`src/rtl/sm3_cmprss_core.sv`:
```
// sm3_cmprss_core: SM3 compression function, one round per accepted expansion beat
module sm3_cmprss_core (
  input  logic         clk,
  input  logic         rst,
  input  logic [31:0]  expnd_inpt_wj_i,
  input  logic [31:0]  expnd_inpt_wjj_i,
  input  logic         expnd_inpt_vld_i,
  input  logic         expnd_inpt_lst_i,
  output logic         expnd_otpt_ena_o,
  output logic [255:0] cmprss_otpt_res_o,
  output logic         cmprss_otpt_vld_o
);
  typedef enum logic [1:0] {IDLE, RND, FOLD, OUT} state_t;
  localparam logic [255:0] IV = 256'h7380166f_4914b2b9_172442d7_da8a0600_a96f30bc_163138aa_e38dee4d_b0fb0e4e;
  state_t state_q, state_d;
  logic [5:0] j_q, j_d;
  logic [255:0] v_q, v_d, w_q, w_d, res_q, res_d, rnd, fold;
  logic lst_q, lst_d, vld_q, vld_d, hi;
  logic [31:0] a, b, c, d, e, f, g, h, tj, a12, ss1, ss2, ff, gg, tt1, tt2;
  function automatic logic [31:0] rol(input logic [31:0] x, input logic [4:0] n);
    logic [63:0] t;
    t = {x, x} << n;
    return t[63:32];
  endfunction
  assign {a, b, c, d, e, f, g, h} = w_q;
  assign hi  = j_q >= 6'd16;
  assign tj  = hi ? 32'h7a879d8a : 32'h79cc4519;
  assign a12 = rol(a, 5'd12);
  assign ss1 = rol(a12 + e + rol(tj, j_q[4:0]), 5'd7);
  assign ss2 = ss1 ^ a12;
  assign ff  = hi ? (a & b) | (a & c) | (b & c) : a ^ b ^ c;
  assign gg  = hi ? (e & f) | (~e & g) : e ^ f ^ g;
  assign tt1 = ff + d + ss2 + expnd_inpt_wjj_i;
  assign tt2 = gg + h + ss1 + expnd_inpt_wj_i;
  assign rnd = {tt1, a, rol(b, 5'd9), c, tt2 ^ rol(tt2, 5'd9) ^ rol(tt2, 5'd17), e, rol(f, 5'd19), g};
  assign fold = v_q ^ w_q;
  assign expnd_otpt_ena_o  = (state_q == IDLE) || (state_q == RND);
  assign cmprss_otpt_res_o = res_q;
  assign cmprss_otpt_vld_o = vld_q;
  // next state: rounds on accepted beats, fold into V, publish on last block
  always_comb begin
    state_d = state_q;
    j_d     = j_q;
    v_d     = v_q;
    w_d     = w_q;
    lst_d   = lst_q;
    res_d   = res_q;
    vld_d   = 1'b0;
    case (state_q)
      IDLE, RND: if (expnd_inpt_vld_i) begin
        w_d     = rnd;
        j_d     = j_q + 6'd1;
        state_d = (j_q == 6'd63) ? FOLD : RND;
        lst_d   = (j_q == 6'd63) ? expnd_inpt_lst_i : lst_q;
      end
      FOLD: begin
        v_d     = fold;
        w_d     = fold;
        res_d   = lst_q ? fold : res_q;
        vld_d   = lst_q;
        state_d = lst_q ? OUT : IDLE;
      end
      default: begin
        v_d     = IV;
        w_d     = IV;
        state_d = IDLE;
      end
    endcase
  end
  // state registers with asynchronous reset to a fresh message
  always_ff @(posedge clk or posedge rst) begin
    if (rst) begin
      state_q <= IDLE;
      j_q     <= '0;
      v_q     <= IV;
      w_q     <= IV;
      lst_q   <= 1'b0;
      res_q   <= '0;
      vld_q   <= 1'b0;
    end else begin
      state_q <= state_d;
      j_q     <= j_d;
      v_q     <= v_d;
      w_q     <= w_d;
      lst_q   <= lst_d;
      res_q   <= res_d;
      vld_q   <= vld_d;
    end
  end
endmodule

```
`config.mk`:
```
export PLATFORM = sky130hd
export DESIGN_NAME = sm3_cmprss_core
export DESIGN_NICKNAME = d
export VERILOG_FILES = /design/src/rtl/sm3_cmprss_core.sv
export SDC_FILE = /design/constraint.sdc
export NUM_CORES = 2
export LEC_CHECK = 0
export ABC_AREA = 1
export BUFFER_PORTS_ARGS = -buffer_cell sky130_fd_sc_hd__buf_2
export CELL_PAD_IN_SITES_DETAIL_PLACEMENT = 1
export CELL_PAD_IN_SITES_GLOBAL_PLACEMENT = 1
export CORE_AREA = 2 2 308 310
export DETAILED_ROUTE_END_ITERATION = 10
export DIE_AREA = 0 0 310 312
export GPL_ROUTABILITY_DRIVEN = 0
export HOLD_SLACK_MARGIN = 0.12
export PLACE_DENSITY = 0.82
export SLEW_MARGIN = 20
export SYNTH_ARGS = -nofsm -noshare
export SYNTH_HDL_FRONTEND = slang
export SYNTH_SLANG_ARGS = --single-unit
```
`constraint.sdc`:
```
create_clock -name clk -period 48.2 [get_ports clk]
set_input_delay 4.82 -clock clk [delete_from_list [all_inputs] [get_ports clk]]
set_output_delay 4.82 -clock clk [all_outputs]
set_load 0.02 [all_outputs]
```
### After elaboration in Yosys (flattened, before gate mapping)

Cells that the tools add are included.

* $add $sub $neg: 9
* magnitude comparators: 1
* equality and inequality tests: 4
* shifts and indexed selects: 1
* muxes and demuxes: 11
* bitwise gates (word level): 17
* reductions and logical operators: 6

Operators by type and width (number)
* $pmux 256 s2: 2
* $add 32x32->32: 8
* $mux 256: 1
* $xor 256x256->256: 1
* $xor 32x32->32: 7
* $and 32x32->32: 5
* $or 32x32->32: 3
* $mux 32: 2
* $shl 63x5->64: 1
* $not 32->32: 1
* $mux 26: 1
* $add 6x1->6 const B: 1
* $eq 6x6->1 const B: 1
* $ge 6x5->1 const B: 1
* $mux 2: 3
* $pmux 2 s2: 1
* $reduce_and 2->1: 2
* $reduce_and 3->1: 1
* $eq 2x1->1 const B: 1
* $eq 2x2->1 const B: 1
* $logic_not 2->1: 1
* $ne 2x2->1 const B: 1
* $reduce_or 2->1: 1
* $logic_or 1x1->1: 1
* $mux 1: 1

* flip-flop bits (word level): 778
* input port bits: 68
* output and inout bits: 258
* word-level logic and storage cells: 56

### Longest topological paths before layout

* depth in word-level cells: 11
* mapped depth: 50
* gate-level depth less buffers: 49

### Least setup slack after synthesis

No wires, ideal clock.

* path kind: input port to flip-flop
* start point: input port expnd_inpt_wj_i[1]
* end point: register w_q[100]
* arrival: 7.757 ns
* slack: 40.364 ns
* cell stages on the path: 22
* path buffers: 0
* cell sequence: inv_1 fa_1 inv_1 fa_1 ha_1 inv_1 fa_1 nand3b_1 nand2_1 nand2_1 nand2_2 nand2_1 nand2_2 nand2_2 nand2_1 nand2_2 nand2_4 nand2_2 nand3_1 nand2_1 o21ai_1 nand2_1

* word-level cells in the longest chain between the ends: 5

RTL lines
* start, declared: line 5 `input logic [31:0] expnd_inpt_wj_i,`
* $add 32x32->32 *: line 34 `assign tt2 = gg + h + ss1 + expnd_inpt_wj_i;`
* $xor 32x32->32: line 35 `assign rnd = {tt1, a, rol(b, 5'd9), c, tt2 ^ rol(tt2, 5'd9) ^ rol(tt2, 5'd17), e, rol(f, 5'd19), g};`
* $xor 32x32->32 *: line 35
* $mux 256 *: line 50 `IDLE, RND: if (expnd_inpt_vld_i) begin`
* $pmux 256 s2 *: line 49 `case (state_q)`
* end signal, assigned: line 84 `w_q <= w_d;`
* end, declared: line 17 `logic [255:0] v_q, v_d, w_q, w_d, res_q, res_d, rnd, fold;`

Every way passes the cells marked *; elsewhere a longest branch is shown, timed or not. The select of a mux whose other input is x is not followed.
A chain may end at the register's enable or synchronous reset.

### Worst setup path after layout

* start point: register j_q[4]
* end point: register w_q[249]

* word-level cells in the longest chain between the ends: 9

RTL lines
* start, declared: line 16 `logic [5:0] j_q, j_d;`
* start signal, assigned: line 82 `j_q <= j_d;`
* $ge 6x5->1: line 26 `assign hi = j_q >= 6'd16;`
* $mux 26: line 27 `assign tj = hi ? 32'h7a879d8a : 32'h79cc4519;`
* $shl 63x5->64: line 22 `t = {x, x} << n;`
* $add 32x32->32: line 29 `assign ss1 = rol(a12 + e + rol(tj, j_q[4:0]), 5'd7);`
* $xor 32x32->32: line 30 `assign ss2 = ss1 ^ a12;`
* $add 32x32->32 * (2 in series): line 33 `assign tt1 = ff + d + ss2 + expnd_inpt_wjj_i;`
* $mux 256 *: line 50
* $pmux 256 s2 *: line 49

Marks and branches as above.

==> summary.log <==
qor: worst_setup_path.reg2reg_from j_q[4]
qor: run_status.outcome finished clean
qor: floorplan.std_cell_rows 112
qor: grt.grt_overflow_total 0
qor: floorplan.fp.dieArea 96,700 um^2
qor: logic_synthesis.mappedNetlistNets 6,085
qor: cells_and_area.multi_input_area 23,800 um^2
qor: timing.finalWorstPathRequiredPeriod 9.32 ns
qor: floorplan.design.portCount 326
qor: worst_setup_path.worstSetupEndpointType register
qor: job.maxCapViolCount 0
qor: worst_setup_path.critPathArrivalTime 9.93 ns
qor: worst_setup_path.worst_path_required_time 48.81 ns
qor: routing.antenna_violating_nets_post_route 0
qor: worst_setup_path.slowest_stage_delay_cp 0.65 ns
qor: routing.drcViolationCount 0
qor: clock_network.tritoncts_num_sinks 778
qor: clock_network.cts.hold.buffers_added 0
qor: timing.setup_viol 0
qor: logic_synthesis.synth_area_leaders sky130_fd_sc_hd__dfrtp_1, sky130_fd_sc_hd__nand2_1, sky130_fd_sc_hd__dfstp_2, sky130_fd_sc_hd__fa_1, sky130_fd_sc_hd__xor2_1
qor: floorplan.die-height 312 um
qor: cells_and_area.num-fill-cells 11,500
qor: timing.final.setup.tns 0 ns
qor: worst_setup_path.rr_endpoint w_q[249]
qor: logic_synthesis.synth_largest_type_area_fraction 0.291
qor: clock_network.cts_max_path_buffers 3
qor: routing.totalWireLength 186,000 um
qor: timing.timing.final.max_slew_violations 0
qor: worst_setup_path.worst-setup-path-type reg -> reg
qor: routing.met1_length 76,700 um
qor: logic_synthesis.postSynth.topFlopCell sky130_fd_sc_hd__dfrtp_1
qor: min_path.timing.hold.worst_endpoint cmprss_otpt_res_o[103]
qor: logic_synthesis.netlist_area 46,400 um^2
qor: routing.dr.first_iter.drc_count 4,324
qor: worst_setup_path.critical_path.max_fanout 40
qor: placed_design.numPortBuffers 325
qor: grt.wire_length_of_the_first_global_routing_pass 278,000 um
qor: floorplan.chipWidth 310 um
qor: routing.dr.pass1.iters 5
qor: logic_synthesis.synth.top_cells.by_count sky130_fd_sc_hd__nand2_1, sky130_fd_sc_hd__nor2_1, sky130_fd_sc_hd__dfrtp_1
qor: clock_network.clkTransAtPathRegs 0.06 ns
qor: worst_setup_path.setup.worst_path.start_class register
qor: min_path.min-delay-start cmprss_otpt_res_o[103]
qor: timing.maxSlewHeadroom 0.130
qor: logic_synthesis.post_synth_num_cell_types 53
qor: timing.max_clock_freq 0.107 GHz
qor: worst_setup_path.cp_slowest_cell sky130_fd_sc_hd__o21ai_0
qor: timing.finalHoldViolations 0
qor: worst_setup_path.path_common_cell sky130_fd_sc_hd__nand2_1
qor: clock_network.clock_network_latency_to_the_later_pin_of_the_worst_skew_pair 0.68 ns
qor: grt.grtUsageTotal 0.384
qor: clock_network.cts-htree-levels 3
qor: routing.post_drt_via_cell_ratio 5.83
qor: logic_synthesis.yosysTopAreaCell sky130_fd_sc_hd__dfrtp_1
qor: grt.grt_antenna_before_repair 4
qor: cells_and_area.area_growth 12.6%
qor: routing.highest_layer met5
qor: routing.post_drt_wl_per_cell 25.5 um
qor: logic_synthesis.register_bit_count_reported_by_yosys 778
qor: routing.met3_wl 19,900 um
qor: timing.fin_worst_skew 0.0208 ns
qor: cells_and_area.layout-drive-gt1-share 0.139
qor: clock_network.ctsResizeCount 0
qor: clock_network.tritoncts built
qor: grt.grt_pass1_vias 44,300
qor: routing.detailroute.via_count 42,500
qor: routing.met2WireLength 77,600 um
qor: worst_setup_path.reg2reg_depth 40
qor: timing.min_period_over_period 0.193
qor: logic_synthesis.ys_async_sr_fraction 1.00
qor: placed_design.place_hpwl 136,000 um
qor: logic_synthesis.synth.yosys.seq_area_share 0.426
qor: logic_synthesis.syn_inst 5,730
qor: logic_synthesis.post-synth-top-count-cell sky130_fd_sc_hd__nand2_1
qor: logic_synthesis.syn_area_per_cell 8.10 um^2
qor: min_path.whs_path_depth 2
qor: logic_synthesis.synth.yosys.warnings 0
qor: clock_network.clockRootBuffer sky130_fd_sc_hd__clkbuf_16
qor: timing.worstMarginPinSlew 1.30 ns
qor: min_path.hold_path.class reg -> reg
qor: clock_network.numCtsBuffers 87
qor: floorplan.core_area 93,000 um^2
qor: timing.rsz_0062_raised_after_global_routing no
qor: cells_and_area.final_net_count 6,308
qor: logic_synthesis.synth-edff-count 0
qor: clock_network.cts_post_setup_buffers_inserted 0
qor: worst_setup_path.timing.reg2reg.setup_slack 38.88 ns
qor: floorplan.start_util 0.499
qor: grt.grt_max_degree 179
qor: cells_and_area.final-seq-area 19,800 um^2
==> worst max-delay path by stage <==
stage | startpoint | to | slack (ns) | depth (start not counted)
3_3_place_gp | rst | state_q[1] | 39.11 | 6
5_1_grt | j_q[3] | w_q[249] | 38.53 | 33
3_5_place_dp | rst | state_q[1] | 39.01 | 6
4_1_cts | j_q[4] | w_q[249] | 39.20 | 40
2_1_floorplan | rst | cmprss_otpt_res_o[0] | 21.93 | 1
6_report | j_q[4] | w_q[249] | 38.88 | 40
==> critical path, delay by kind of cell (launching register included) <==
kind | cells | cell delay (ns)
xor gates and xnor gates | 2 | 0.71
DFF | 1 | 0.32
and+or+nand+nor | 16 | 1.69
adders and majority gates | 7 | 3.10
buffers and inverters | 6 | 1.25
AOI/OAI and AO/OA | 9 | 2.16
==> placed cells by master, fill, tap and decap left out, types with 11 or more instances in the layout <==
cell,count
sky130_fd_sc_hd__inv_1,496
sky130_fd_sc_hd__bufinv_16,13
sky130_fd_sc_hd__a31oi_1,54
sky130_fd_sc_hd__o21bai_1,14
sky130_fd_sc_hd__o21ai_1,16
sky130_fd_sc_hd__clkinv_2,17
sky130_fd_sc_hd__nand2_2,29
sky130_fd_sc_hd__clkbuf_8,17
sky130_fd_sc_hd__xor2_1,294
sky130_fd_sc_hd__buf_4,35
sky130_fd_sc_hd__nor3_1,18
sky130_fd_sc_hd__dfrtp_1,539
sky130_fd_sc_hd__clkbuf_16,91
sky130_fd_sc_hd__nor2_1,619
sky130_fd_sc_hd__inv_2,11
sky130_fd_sc_hd__buf_2,325
sky130_fd_sc_hd__mux2i_1,30
sky130_fd_sc_hd__xnor2_1,72
sky130_fd_sc_hd__nand3_1,189
sky130_fd_sc_hd__dfstp_2,238
sky130_fd_sc_hd__nand4_1,18
sky130_fd_sc_hd__fa_1,188
sky130_fd_sc_hd__ha_1,99
sky130_fd_sc_hd__a22oi_1,36
sky130_fd_sc_hd__o22ai_1,49
sky130_fd_sc_hd__a21oi_1,266
sky130_fd_sc_hd__o21ai_0,397
sky130_fd_sc_hd__clkbuf_1,18
sky130_fd_sc_hd__nand2_1,1742
==> state kept, by name, summed over array words and instances (netlist names) <==
register,cells
cmprss_otpt_res_o,256
cmprss_otpt_vld_o,1
j_q,6
lst_q,1
state_q,2
v_q,256
w_q,256
==> per-stage QoR <==
| stage | setup slack [ns] | util | instances | cell area, um^2 | hold slack, ns |
|---|---|---|---|---|---|
| 6_report | 38.88 | 0.562 | 7284 | 52300 | 0.462 |
| 5_1_grt | 38.53 | 0.562 | 7282 | 52300 | 0.489 |
| 4_1_cts | 39.20 | 0.562 | 7282 | 52300 | 0.467 |
| 3_5_place_dp | 39.01 | 0.528 | 7118 | 49100 | 0.453 |
| 3_3_place_gp | 39.11 | 0.528 | 7118 | 49100 | 0.448 |
| 2_1_floorplan | 21.93 | - | 5730 | 46400 | 0.468 |
==> layer usage <==
metal | GRT usage | vias up
met1 | 0.535 | 21400
met3 | 0.0995 | 525
li1 | - | 18500
met5 | 0 | -
met4 | 0.210 | 2
met2 | 0.544 | 1971
==> cell families after synthesis <==
| family | count (synthesis) | share of synthesized area |
|---|---|---|
| AO/OA/AOI/OAI | 861 | 0.100 |
| XOR/XNOR | 371 | 0.0709 |
| adder cells (fa/ha/maj) | 287 | 0.108 |
| buffers and inverters | 745 | 0.0617 |
| flip-flops | 778 | 0.426 |
| multiplexers | 30 | 0.00647 |
| AND/OR/NAND/NOR | 2658 | 0.227 |
==> cell type report <==
type | instances | share of cell area
Tap cell | 1254 | 0.0300
Clock inverter | 38 | 0.0114
Antenna cell | 2 | 0.0000957
Multi-Input combinational cell | 4207 | 0.455
Timing Repair Buffer | 365 | 0.0381
Clock buffer | 126 | 0.0493
Sequential cell | 778 | 0.378
Inverter | 514 | 0.0375
Power is left out: the tool's default activity adds up to more than one toggle a clock period on the data nets, which glitch-free logic cannot reach.
